<file path="config.mk">
export PLATFORM = sky130hd
export DESIGN_NAME = mem_arbiter_flat
export DESIGN_NICKNAME = d
export VERILOG_FILES = /design/src/rtl/mem_arbiter_pkg.sv /design/src/rtl/mem_arbiter_if.sv /design/src/rtl/mem_arbiter_pick.sv /design/src/rtl/mem_arbiter.sv /design/src/flat_wrapper.sv
export SDC_FILE = /design/constraint.sdc
export NUM_CORES = 1
export LEC_CHECK = 0
export ABC_AREA = 0
export BUFFER_PORTS_ARGS = -buffer_cell sky130_fd_sc_hd__buf_2
export CAP_MARGIN = 10
export CORE_MARGIN = 2
export CORE_UTILIZATION = 50
export DETAILED_ROUTE_END_ITERATION = 8
export HOLD_SLACK_MARGIN = 0.15
export PLACE_DENSITY = 0.84
export SYNTH_ARGS = -nofsm -noshare
export SYNTH_HDL_FRONTEND = slang
export SYNTH_SLANG_ARGS = --single-unit
</file>
<file path="constraint.sdc">
create_clock -name clk -period 3.2 [get_ports clk]
set_input_delay 0.16 -clock clk [delete_from_list [all_inputs] [get_ports clk]]
set_output_delay 0.16 -clock clk [all_outputs]
set_load 0.01 [all_outputs]
</file>
<file path="src/rtl/mem_arbiter_pkg.sv">
// Shared types and constants for the mem_ctrl port arbiter.
package ez8_mem_pkg;

    typedef enum logic [1:0] {
        IDLE  = 2'd0,
        ISSUE = 2'd1,
        RESP  = 2'd2
    } arb_state_t;

    typedef enum logic {
        OWN_CORE = 1'b0,
        OWN_DMA  = 1'b1
    } owner_t;

    localparam logic [7:0] STATUS_ADDR = 8'h01;

endpackage

</file>
<file path="src/rtl/mem_arbiter_if.sv">
// Request/response bundle between CORE, DMA, the arbiter and the mem_ctrl port.
interface mem_arbiter_if #(
    parameter int AW = 8,
    parameter int DW = 8
);
    logic          core_req;
    logic          core_we;
    logic          core_lock;
    logic [AW-1:0] core_addr;
    logic [DW-1:0] core_wdata;
    logic          core_gnt;
    logic          core_rvalid;
    logic [DW-1:0] core_rdata;

    logic          dma_req;
    logic          dma_we;
    logic [AW-1:0] dma_addr;
    logic [DW-1:0] dma_wdata;
    logic          dma_gnt;
    logic          dma_rvalid;
    logic [DW-1:0] dma_rdata;
    logic          dma_err;

    logic [AW-1:0] mem_writeaddr;
    logic [DW-1:0] mem_writedata;
    logic          mem_write_en;
    logic [AW-1:0] mem_readaddr;
    logic [DW-1:0] mem_readdata;

    modport slave (
        input  core_req, core_we, core_lock, core_addr, core_wdata,
        input  dma_req, dma_we, dma_addr, dma_wdata,
        input  mem_readdata,
        output core_gnt, core_rvalid, core_rdata,
        output dma_gnt, dma_rvalid, dma_rdata, dma_err,
        output mem_writeaddr, mem_writedata, mem_write_en, mem_readaddr
    );

    modport master (
        output core_req, core_we, core_lock, core_addr, core_wdata,
        output dma_req, dma_we, dma_addr, dma_wdata,
        output mem_readdata,
        input  core_gnt, core_rvalid, core_rdata,
        input  dma_gnt, dma_rvalid, dma_rdata, dma_err,
        input  mem_writeaddr, mem_writedata, mem_write_en, mem_readaddr
    );

endinterface

</file>
<file path="src/rtl/mem_arbiter_pick.sv">
// Combinational CORE/DMA winner select: lock first, then starvation guard or round-robin.
// MEM_ARB_RR_EN selects round-robin on contention; otherwise fixed priority with starvation counter.
module mem_arb_pick
    import ez8_mem_pkg::*;
#(
    parameter int CW     = 3,
    parameter int STARVE = 4
) (
    input  logic          i_arb_en,
    input  logic          i_core_req,
    input  logic          i_dma_req,
    input  logic          i_lock,
`ifdef MEM_ARB_RR_EN
    input  owner_t        i_last,
`else
    input  logic [CW-1:0] i_cnt,
`endif
    output logic          o_core_gnt,
    output logic          o_dma_gnt
);

    always_comb begin
        o_core_gnt = 1'b0;
        o_dma_gnt  = 1'b0;
        if (i_arb_en) begin
            if (i_lock) begin
                o_core_gnt = i_core_req;
            end else if (i_core_req && i_dma_req) begin
`ifdef MEM_ARB_RR_EN
                if (i_last == OWN_CORE) o_dma_gnt = 1'b1;
                else                    o_core_gnt = 1'b1;
`else
                if (i_cnt == CW'(STARVE)) o_dma_gnt = 1'b1;
                else                      o_core_gnt = 1'b1;
`endif
            end else begin
                o_core_gnt = i_core_req;
                o_dma_gnt  = i_dma_req;
            end
        end
    end

endmodule

</file>
<file path="src/rtl/mem_arbiter.sv">
// Shares the single mem_ctrl port between CORE and DMA: grant -> issue -> response, one access per 2 cycles.
// MEM_ARB_RR_EN selects round-robin arbitration; default is fixed CORE priority with DMA starvation guard.
module mem_arbiter
    import ez8_mem_pkg::*;
#(
    parameter int            AW       = 8,
    parameter int            DW       = 8,
    parameter logic [AW-1:0] STATUS_A = AW'(STATUS_ADDR),
    parameter int            STARVE   = 4
) (
    input  logic         clk,
    input  logic         reset,
    mem_arbiter_if.slave bus
);

    localparam int CW = $clog2(STARVE + 1);

    // IDLE: wait for request | ISSUE: drive mem port | RESP: return read data, may re-arbitrate
    arb_state_t    r_state, w_state_next;
    owner_t        r_owner;
    logic          r_we, r_blocked, r_lock;
    logic [AW-1:0] r_addr;
    logic [DW-1:0] r_wdata, r_core_rdata, r_dma_rdata;
    logic          w_arb_en, w_core_gnt, w_dma_gnt, w_any_gnt;
    logic          w_core_rd_resp, w_dma_rd_resp;

    assign w_arb_en  = (r_state == IDLE) || (r_state == RESP);
    assign w_any_gnt = w_core_gnt || w_dma_gnt;

`ifdef MEM_ARB_RR_EN
    owner_t r_last;

    always_ff @(posedge clk or posedge reset) begin
        if (reset)          r_last <= OWN_DMA;
        else if (w_any_gnt) r_last <= w_core_gnt ? OWN_CORE : OWN_DMA;
    end
`else
    logic [CW-1:0] r_starve_cnt;

    // Saturates while the lock keeps DMA out.
    always_ff @(posedge clk or posedge reset) begin
        if (reset)
            r_starve_cnt <= '0;
        else if (!bus.dma_req || w_dma_gnt)
            r_starve_cnt <= '0;
        else if (w_core_gnt && (r_starve_cnt != CW'(STARVE)))
            r_starve_cnt <= r_starve_cnt + CW'(1);
    end
`endif

    mem_arb_pick #(.CW(CW), .STARVE(STARVE)) u_pick (
        .i_arb_en   (w_arb_en),
        .i_core_req (bus.core_req),
        .i_dma_req  (bus.dma_req),
        .i_lock     (r_lock),
`ifdef MEM_ARB_RR_EN
        .i_last     (r_last),
`else
        .i_cnt      (r_starve_cnt),
`endif
        .o_core_gnt (w_core_gnt),
        .o_dma_gnt  (w_dma_gnt)
    );

    always_ff @(posedge clk or posedge reset) begin
        if (reset) r_state <= IDLE;
        else       r_state <= w_state_next;
    end

    always_comb begin
        w_state_next = r_state;
        case (r_state)
            IDLE:    if (w_any_gnt) w_state_next = ISSUE;
            ISSUE:   w_state_next = RESP;
            RESP:    w_state_next = w_any_gnt ? ISSUE : IDLE;
            default: w_state_next = IDLE;
        endcase
    end

    always_ff @(posedge clk or posedge reset) begin
        if (reset) begin
            r_owner      <= OWN_CORE;
            r_we         <= 1'b0;
            r_blocked    <= 1'b0;
            r_lock       <= 1'b0;
            r_addr       <= '0;
            r_wdata      <= '0;
            r_core_rdata <= '0;
            r_dma_rdata  <= '0;
        end else begin
            if (w_core_gnt) begin
                r_owner   <= OWN_CORE;
                r_we      <= bus.core_we;
                r_blocked <= 1'b0;
                r_addr    <= bus.core_addr;
                r_wdata   <= bus.core_wdata;
                r_lock    <= bus.core_lock;
            end else if (w_dma_gnt) begin
                r_owner   <= OWN_DMA;
                r_we      <= bus.dma_we;
                r_blocked <= bus.dma_we && (bus.dma_addr == STATUS_A);
                r_addr    <= bus.dma_addr;
                r_wdata   <= bus.dma_wdata;
            end
            if (w_core_rd_resp) r_core_rdata <= bus.mem_readdata;
            if (w_dma_rd_resp)  r_dma_rdata  <= bus.mem_readdata;
        end
    end

    // Read data is forwarded in RESP so rvalid lands two cycles after the grant.
    assign w_core_rd_resp = (r_state == RESP) && (r_owner == OWN_CORE) && !r_we;
    assign w_dma_rd_resp  = (r_state == RESP) && (r_owner == OWN_DMA) && !r_we;

    assign bus.core_gnt      = w_core_gnt;
    assign bus.dma_gnt       = w_dma_gnt;
    assign bus.core_rvalid   = w_core_rd_resp;
    assign bus.dma_rvalid    = w_dma_rd_resp;
    assign bus.core_rdata    = w_core_rd_resp ? bus.mem_readdata : r_core_rdata;
    assign bus.dma_rdata     = w_dma_rd_resp  ? bus.mem_readdata : r_dma_rdata;
    assign bus.dma_err       = (r_state == RESP) && r_blocked;
    assign bus.mem_writeaddr = r_addr;
    assign bus.mem_readaddr  = r_addr;
    assign bus.mem_writedata = r_wdata;
    assign bus.mem_write_en  = (r_state == ISSUE) && r_we && !r_blocked;

endmodule
</file>
<file path="src/flat_wrapper.sv">
// flat-port wrapper written by rule: the top's interface ports become plain ports
module mem_arbiter_flat import ez8_mem_pkg::*;
#(
    parameter int            AW       = 8,
    parameter int            DW       = 8,
    parameter logic [AW-1:0] STATUS_A = AW'(STATUS_ADDR),
    parameter int            STARVE   = 4
)
  (clk, reset, bus_core_req, bus_core_we, bus_core_lock, bus_core_addr, bus_core_wdata, bus_dma_req, bus_dma_we, bus_dma_addr, bus_dma_wdata, bus_mem_readdata, bus_core_gnt, bus_core_rvalid, bus_core_rdata, bus_dma_gnt, bus_dma_rvalid, bus_dma_rdata, bus_dma_err, bus_mem_writeaddr, bus_mem_writedata, bus_mem_write_en, bus_mem_readaddr);
  mem_arbiter_if #(.AW(AW), .DW(DW)) bus_i ();
  input  logic clk;
  input  logic reset;
  input wire logic [$bits(bus_i.core_req)-1:0] bus_core_req;
  input wire logic [$bits(bus_i.core_we)-1:0] bus_core_we;
  input wire logic [$bits(bus_i.core_lock)-1:0] bus_core_lock;
  input wire logic [$bits(bus_i.core_addr)-1:0] bus_core_addr;
  input wire logic [$bits(bus_i.core_wdata)-1:0] bus_core_wdata;
  input wire logic [$bits(bus_i.dma_req)-1:0] bus_dma_req;
  input wire logic [$bits(bus_i.dma_we)-1:0] bus_dma_we;
  input wire logic [$bits(bus_i.dma_addr)-1:0] bus_dma_addr;
  input wire logic [$bits(bus_i.dma_wdata)-1:0] bus_dma_wdata;
  input wire logic [$bits(bus_i.mem_readdata)-1:0] bus_mem_readdata;
  output wire logic [$bits(bus_i.core_gnt)-1:0] bus_core_gnt;
  output wire logic [$bits(bus_i.core_rvalid)-1:0] bus_core_rvalid;
  output wire logic [$bits(bus_i.core_rdata)-1:0] bus_core_rdata;
  output wire logic [$bits(bus_i.dma_gnt)-1:0] bus_dma_gnt;
  output wire logic [$bits(bus_i.dma_rvalid)-1:0] bus_dma_rvalid;
  output wire logic [$bits(bus_i.dma_rdata)-1:0] bus_dma_rdata;
  output wire logic [$bits(bus_i.dma_err)-1:0] bus_dma_err;
  output wire logic [$bits(bus_i.mem_writeaddr)-1:0] bus_mem_writeaddr;
  output wire logic [$bits(bus_i.mem_writedata)-1:0] bus_mem_writedata;
  output wire logic [$bits(bus_i.mem_write_en)-1:0] bus_mem_write_en;
  output wire logic [$bits(bus_i.mem_readaddr)-1:0] bus_mem_readaddr;
  assign bus_i.core_req = bus_core_req;
  assign bus_i.core_we = bus_core_we;
  assign bus_i.core_lock = bus_core_lock;
  assign bus_i.core_addr = bus_core_addr;
  assign bus_i.core_wdata = bus_core_wdata;
  assign bus_i.dma_req = bus_dma_req;
  assign bus_i.dma_we = bus_dma_we;
  assign bus_i.dma_addr = bus_dma_addr;
  assign bus_i.dma_wdata = bus_dma_wdata;
  assign bus_i.mem_readdata = bus_mem_readdata;
  assign bus_core_gnt = bus_i.core_gnt;
  assign bus_core_rvalid = bus_i.core_rvalid;
  assign bus_core_rdata = bus_i.core_rdata;
  assign bus_dma_gnt = bus_i.dma_gnt;
  assign bus_dma_rvalid = bus_i.dma_rvalid;
  assign bus_dma_rdata = bus_i.dma_rdata;
  assign bus_dma_err = bus_i.dma_err;
  assign bus_mem_writeaddr = bus_i.mem_writeaddr;
  assign bus_mem_writedata = bus_i.mem_writedata;
  assign bus_mem_write_en = bus_i.mem_write_en;
  assign bus_mem_readaddr = bus_i.mem_readaddr;
  mem_arbiter #(.AW(AW), .DW(DW), .STATUS_A(STATUS_A), .STARVE(STARVE)) u_core (.clk(clk), .reset(reset), .bus(bus_i));
endmodule
</file>
==> results of run 1 <==
## how the worst max path moves through the flow
stage | startpoint | end
CTS | u_core.r_state[0] | bus_core_rdata[4]
detailed placement | u_core.r_state[0] | bus_core_rdata[4]
finish | u_core.r_state[0] | bus_core_rdata[4]
global route | u_core.r_state[0] | bus_core_rdata[4]
global placement | u_core.r_state[0] | bus_dma_rdata[3]
floorplan | u_core.r_state[0] | bus_dma_rdata[0]
## what timing repair did
action                                 CTS  global route
resized for setup                        0             0
hold buffers                            19             0
endpoints found under the hold margin   51             0
## registers in the layout, summed over array words and instances (netlist names)
| register | cells |
|---|---|
| u_core.r_lock | 1 |
| u_core.r_state | 2 |
| u_core.bus.mem_readaddr | 8 |
| u_core.r_starve_cnt | 3 |
| u_core.r_we | 1 |
| u_core.r_owner | 1 |
| u_core.bus.mem_writedata | 8 |
| u_core.r_blocked | 1 |
| u_core.r_core_rdata | 8 |
| u_core.r_dma_rdata | 8 |
## area by class of cell
class	instances	area share [%]
flip-flops and latches	41	37.3
well taps	50	2.27
multi-input cells	101	32.3
inverters	8	1.14
clock inverters	2	0.364
repair buffers	112	23.9
clock buffers	6	2.64
## power by group through the flow
stage	Combinational (mW)	Clock [mW]	Sequential [mW]
after CTS	0.722	0.335	0.800
after floorplan	0.458	0	0.801
after global placement	0.682	0	0.795
after global routing	0.790	0.356	0.819
final	0.717	0.320	0.799
after detailed placement	0.705	0	0.806
## routing by layer
layer / up-vias / routed length [um] / GRT usage, %
met4: 0 / 47 / 6.00
met1: 854 / 2140 / 30.0
li1: 833 / - / -
met5: - / 0 / 0
met3: 6 / 343 / 6.09
met2: 61 / 2530 / 37.9
## synth_stat cells (2+ instances only)
cell,number
dfrtp_1,41
mux2_2,16
o21ai_0,11
and3b_1,10
or3_1,10
a221oi_1,9
a2bb2oi_1,9
buf_4,8
o221a_2,8
inv_1,6
clkbuf_1,5
a21oi_1,4
a21bo_2,2
buf_2,2
buf_6,2
ha_1,2
nand4b_1,2
nor4b_4,2
## cell families after synthesis
group	Yosys count	share of synthesized area, %
flip-flops	41	49.7
multiplexers	16	8.73
AO/OA/AOI/OAI	47	18.3
adder cells (fa/ha/maj)	2	1.21
AND/OR/NAND/NOR	36	14.9
buffers and inverters	26	7.16
## worst reg2reg max path, cell delays in order, from the launching register on
cell and delay, ns:
dfrtp_1 0.65, nor4b_4 0.75, mux2_2 0.43
## metrics by stage
stage	total power [mW]	std cells	util [%]	area (sq um)	setup WS, ns
after floorplan	1.26	168	-	2060	1.57
after global placement	1.48	293	62.4	2480	1.21
after detailed placement	1.51	293	62.4	2480	1.11
after CTS	1.86	320	69.3	2750	0.779
after global routing	1.96	320	69.3	2750	0.696
final	1.84	320	69.3	2750	0.780
==> results.tsv, run 1 <==
stage	metric	value	unit
run_status	outcome	complete, no violations	
final_layout	NumNets Final	318	
hold_path	hold_sp	bus_dma_addr[0]	
drt	Via Count	1754	
drt	routed len/inst	15.8	um
final_layout	most frequent cells in the layout	92 x buf_2, 41 x dfrtp_1, 19 x dlygate4sd3_1, 16 x mux2_2, 11 x o21ai_0	
synthesis	leading area contributor after synthesis	dfrtp_1	
setup_path	worst r2r path cells	2	
setup_path	worst path required time	3.04	ns
setup_path	Critical Path AT	2.26	ns
synthesis	Synth Area per Inst	12.3	sq um
floorplan	core area	3970	sq um
timing	# setup viols final	0	
setup_path	r2r startpoint	u_core.r_state[0]	
timing	Final Skew	0.00557	ns
final_layout	share of layout cells above drive strength 1	49.3	%
setup_path	crit path kind	register to output pin	
drt	TritonRoute pass-1 iters	4	
synthesis	Synth async-reset ratio	100	%
power	Switch Pwr	0.620	mW
timing	fmax	413	MHz
setup_path	R2R Setup Slk	1.26	ns
global_routing	grt total ovfl	0	
floorplan	Die H	68.2	um
clocking	clk slew on worst S/H paths	0.07	ns
final_layout	FILL cells	300	
power	Worst VDD drop	0.000436	V
clocking	post-CTS setup buffers	0	
clocking	CTS root buf	clkbuf_8	
floorplan	Initial Util	52.0	%
synthesis	Cells after Synth	168	
clocking	clk sinks	41	
timing	final period utilization	75.6	%
power	Pwr Density	668	nW/um^2
setup_path	CP Launch Type	register	
synthesis	syn nets	217	
drt	DRT antenna net count	0	
final_layout	Multi-input gate area	890	sq um
synthesis	mapped cell area	2060	sq um
hold_path	hold path depth	2	
synthesis	share of the synthesized area in the top cell type	49.7	%
timing	Final Hold Viols	0	
final_layout	area delta synth->final	33.3	%
timing	Hold WS	0.163	ns
hold_path	HP Class	input port to register	
power	Pleak	1.33	nW
clocking	clock buffer depth	2	
setup_path	Crit path largest cell delay	0.75	ns
drt	drt initial violations	78	
setup_path	Stages on worst setup path	3	
floorplan	Die Footprint	4660	sq um
synthesis	sequential fraction of the synthesis area	49.7	%
synthesis	Netlist cell types	37	
timing	RSZ-0062 raised after global routing	false	
synthesis	Seq cells post-synth	41	
final_layout	# diodes	0	
clocking	Clock Latency Late Sink	0.29	ns
global_routing	first-pass GRT wire length	7770	um
global_routing	initial antenna violation count	0	
power	Clk network pwr share	17.4	%
final_layout	register area	1030	sq um
setup_path	Critical Path Sink Type	output pin	
synthesis	ys flop type	dfrtp_1	
run	Max-Cap Viols	0	
place	PortBufs	92	
clocking	CTS buffer count	5	
place	placer congestion estimate	0.796	
power	combinational share of power	39.0	%
timing	max-slew violation count	0	
floorplan	die width	68.2	um
drt	final WL	5060	um
setup_path	Reg-to-Reg End	u_core.r_core_rdata[4]	
global_routing	vias in the first global route	1596	
hold_path	worst hold endpoint	u_core.bus.mem_readaddr[0]	
synthesis	Post-synth EDFFs	0	
place	HPWL after DPL	3670	um
synthesis	YS warnings	0	
setup_path	crit path max fanout	25	
setup_path	critical path's top delay family	simple AND/OR/NAND/NOR gates	
timing	Least-Margin Pin Slew	1.01	ns
setup_path	CP Buf/Inv Count	1	
clocking	CTS tree	yes	
setup_path	slowest library cell on the worst path	nor4b_4	
drt	Vias/cell	5.48	
drt	DRC	0	
floorplan	Rows	23	
synthesis	synth top area cells	dfrtp_1 50%, mux2_2 8.7%, o221a_2 4.4%	
global_routing	All-Layer GR Usage	23.0	%
power	Int Power	1.22	mW
power	Flop pwr share	43.5	%
timing	setup TNS	0	ns
power	Net Sw Frac	33.8	%
final_layout	commonest non-fill, non-tap cell in the layout	buf_2	
timing	Max-slew headroom	32.6	%
clocking	htree depth	2	
floorplan	io pins	93	
global_routing	largest net degree at the start of global routing	28	
timing	Final min period	2.42	ns
setup_path	critical-path cell list	nor4b_4, mux2_2, buf_2	
Power figures use the tool's default switching activity.
==> run 2, diff against run 1 <==
--- a/config.mk
+++ b/config.mk
@@ -9,10 +9,10 @@
 export BUFFER_PORTS_ARGS = -buffer_cell sky130_fd_sc_hd__buf_2
 export CAP_MARGIN = 10
 export CORE_MARGIN = 2
-export CORE_UTILIZATION = 50
+export CORE_UTILIZATION = 42
 export DETAILED_ROUTE_END_ITERATION = 8
 export HOLD_SLACK_MARGIN = 0.15
-export PLACE_DENSITY = 0.84
+export PLACE_DENSITY = 0.76
 export SYNTH_ARGS = -nofsm -noshare
 export SYNTH_HDL_FRONTEND = slang
 export SYNTH_SLANG_ARGS = --single-unit
==> constraint.sdc (replaced) <==
create_clock -name clk -period 2.2 [get_ports clk]
set_input_delay 0.11 -clock clk [delete_from_list [all_inputs] [get_ports clk]]
set_output_delay 0.11 -clock clk [all_outputs]
set_load 0.01 [all_outputs]
==> results.tsv, run 2 (synthesized netlist as in run 1, its figures left out) <==
stage	metric	value	unit	change
clocking	htree depth	2		unchanged
power	Pleak	1.39	nW	+4.5%
clocking	Clock Latency Late Sink	0.30	ns	about the same
power	Pwr Density	973	nW/um^2	+46%
floorplan	io pins	93		unchanged
clocking	CTS root buf	clkbuf_8		
place	PortBufs	92		unchanged
setup_path	Worst Setup SP	u_core.r_starve_cnt[0]		
setup_path	Critical Path Sink Type	output pin		
final_layout	most frequent cells in the layout	92 x buf_2, 41 x dfrtp_1, 28 x dlygate4sd3_1, 16 x mux2_2, 11 x o21ai_0		
drt	routed len/inst	14.9	um	-6.0%
drt	final WL	5190	um	+2.6%
setup_path	crit path kind	register to output pin		
setup_path	worst r2r path cells	5		+3
clocking	CTS tree	yes		
global_routing	grt total ovfl	0		unchanged
final_layout	register area	1030	sq um	unchanged
setup_path	CP Launch Type	register		
run	Max-Cap Viols	0		unchanged
clocking	clk sinks	41		unchanged
drt	Via Count	1784		+1.7%
drt	drt initial violations	85		+9.0%
floorplan	Initial Util	43.7	%	-8.3 points
hold_path	HP Class	input port to register		
power	Worst VDD drop	0.000396	V	-9.2%
hold_path	hold path depth	3		+1
timing	# setup viols final	0		unchanged
global_routing	vias in the first global route	1759		+10%
final_layout	FILL cells	384		+28%
floorplan	Die H	74.1	um	+8.6%
floorplan	die width	74.1	um	+8.6%
hold_path	worst hold endpoint	u_core.bus.mem_readaddr[0]		
final_layout	NumNets Final	330		+3.8%
setup_path	worst path required time	2.09	ns	-0.95 ns
setup_path	Reg-to-Reg End	u_core.r_lock		
setup_path	crit path max fanout	18		-28%
timing	RSZ-0062 raised after global routing	false		
floorplan	Rows	25		+8.7%
timing	max-slew violation count	0		unchanged
global_routing	initial antenna violation count	0		unchanged
timing	Least-Margin Pin Slew	0.562	ns	-0.448 ns
final_layout	commonest non-fill, non-tap cell in the layout	buf_2		
setup_path	R2R Setup Slk	0.47	ns	-0.79 ns
floorplan	core area	4720	sq um	+19%
drt	Vias/cell	5.11		-6.7%
place	placer congestion estimate	0.763		-4.1%
hold_path	hold_sp	bus_core_addr[0]		
clocking	clk slew on worst S/H paths	0.08	ns	about the same
setup_path	r2r startpoint	u_core.r_starve_cnt[0]		
final_layout	share of layout cells above drive strength 1	48.6	%	-0.68 points
timing	Final Skew	0.00826	ns	+0.00269 ns
timing	Final Hold Viols	0		unchanged
timing	final period utilization	90.7	%	
final_layout	Multi-input gate area	890	sq um	unchanged
place	HPWL after DPL	3550	um	-3.5%
clocking	clock buffer depth	2		unchanged
run_status	outcome	complete, no violations		
global_routing	first-pass GRT wire length	8240	um	+6.0%
clocking	CTS buffer count	5		unchanged
final_layout	fin util	61.9	%	-7.4 points
global_routing	largest net degree at the start of global routing	31		+11%
setup_path	Critical Path AT	1.89	ns	-0.37 ns
global_routing	All-Layer GR Usage	19.4	%	-3.6 points
drt	DRT antenna net count	0		unchanged
timing	setup TNS	0	ns	unchanged
final_layout	# diodes	0		unchanged
drt	DRC	0		unchanged
final_layout	area delta synth->final	41.6	%	
drt	TritonRoute pass-1 iters	4		unchanged
timing	fmax	501	MHz	
floorplan	Die Footprint	5490	sq um	+18%
timing	Max-slew headroom	62.5	%	+30 points
clocking	post-CTS setup buffers	0		unchanged
timing	Final min period	2.00	ns	
## run 2: metrics by stage
stage | cells | instance area [sq um] | worst slack [ns] | power (mW) | hold WS, ns
3_5_place_dp | 313 | 2520 | 0.484 | 2.19 | 0.0717
5_1_grt | 349 | 2920 | 0.0341 | 3.01 | 0.155
4_1_cts | 349 | 2920 | 0.193 | 2.87 | 0.151
2_1_floorplan | 168 | 2060 | 0.596 | 1.83 | 0.243
6_report | 349 | 2920 | 0.204 | 2.84 | 0.158
3_3_place_gp | 313 | 2520 | 0.562 | 2.16 | 0.0697
## run 2: routing by layer
metal,GRT usage (%),vias to the layer above,wire length [um]
met5,0,-,0
met4,5.45,0,93
met3,4.74,8,278
met2,30.5,68,2440
met1,26.8,850,2380
li1,-,858,-
## run 2: worst max path at each step
stage / end / slack [ns] / depth (start not counted)
after floorplan: u_core.r_dma_rdata[0] / 0.60 / 3
after global placement: u_core.r_lock / 0.56 / 5
after detailed placement: u_core.r_lock / 0.48 / 5
after CTS: bus_core_gnt / 0.19 / 5
after global routing: bus_core_gnt / 0.03 / 5
final: bus_core_gnt / 0.20 / 5
## run 2: timing repair
item                      in CTS  in global routing
hold endpoints to repair      46                  0
hold buffers                  28                  0
resized for setup              0                  0
## run 2: worst max-delay path, stage by stage (launching register included)
cell and delay (ns):
dfrtp_1 0.40, inv_1 0.06, ha_1 0.22, and4b_1 0.58, nor2_1 0.15, buf_2 0.18
## run 2: report_power, final
part	switching, mW	internal [mW]
clock network	0.263	0.369
registers	0.128	1.01
logic	0.517	0.556
## run 2: layout make-up
type / count / area share [%]
Clock buffer: 6 / 2.83
Clock inverter: 2 / 1.28
Inverter: 8 / 1.07
Multi-Input combinational cell: 101 / 30.4
Sequential cell: 41 / 35.1
Tap cell: 67 / 2.87
Timing Repair Buffer: 124 / 26.4
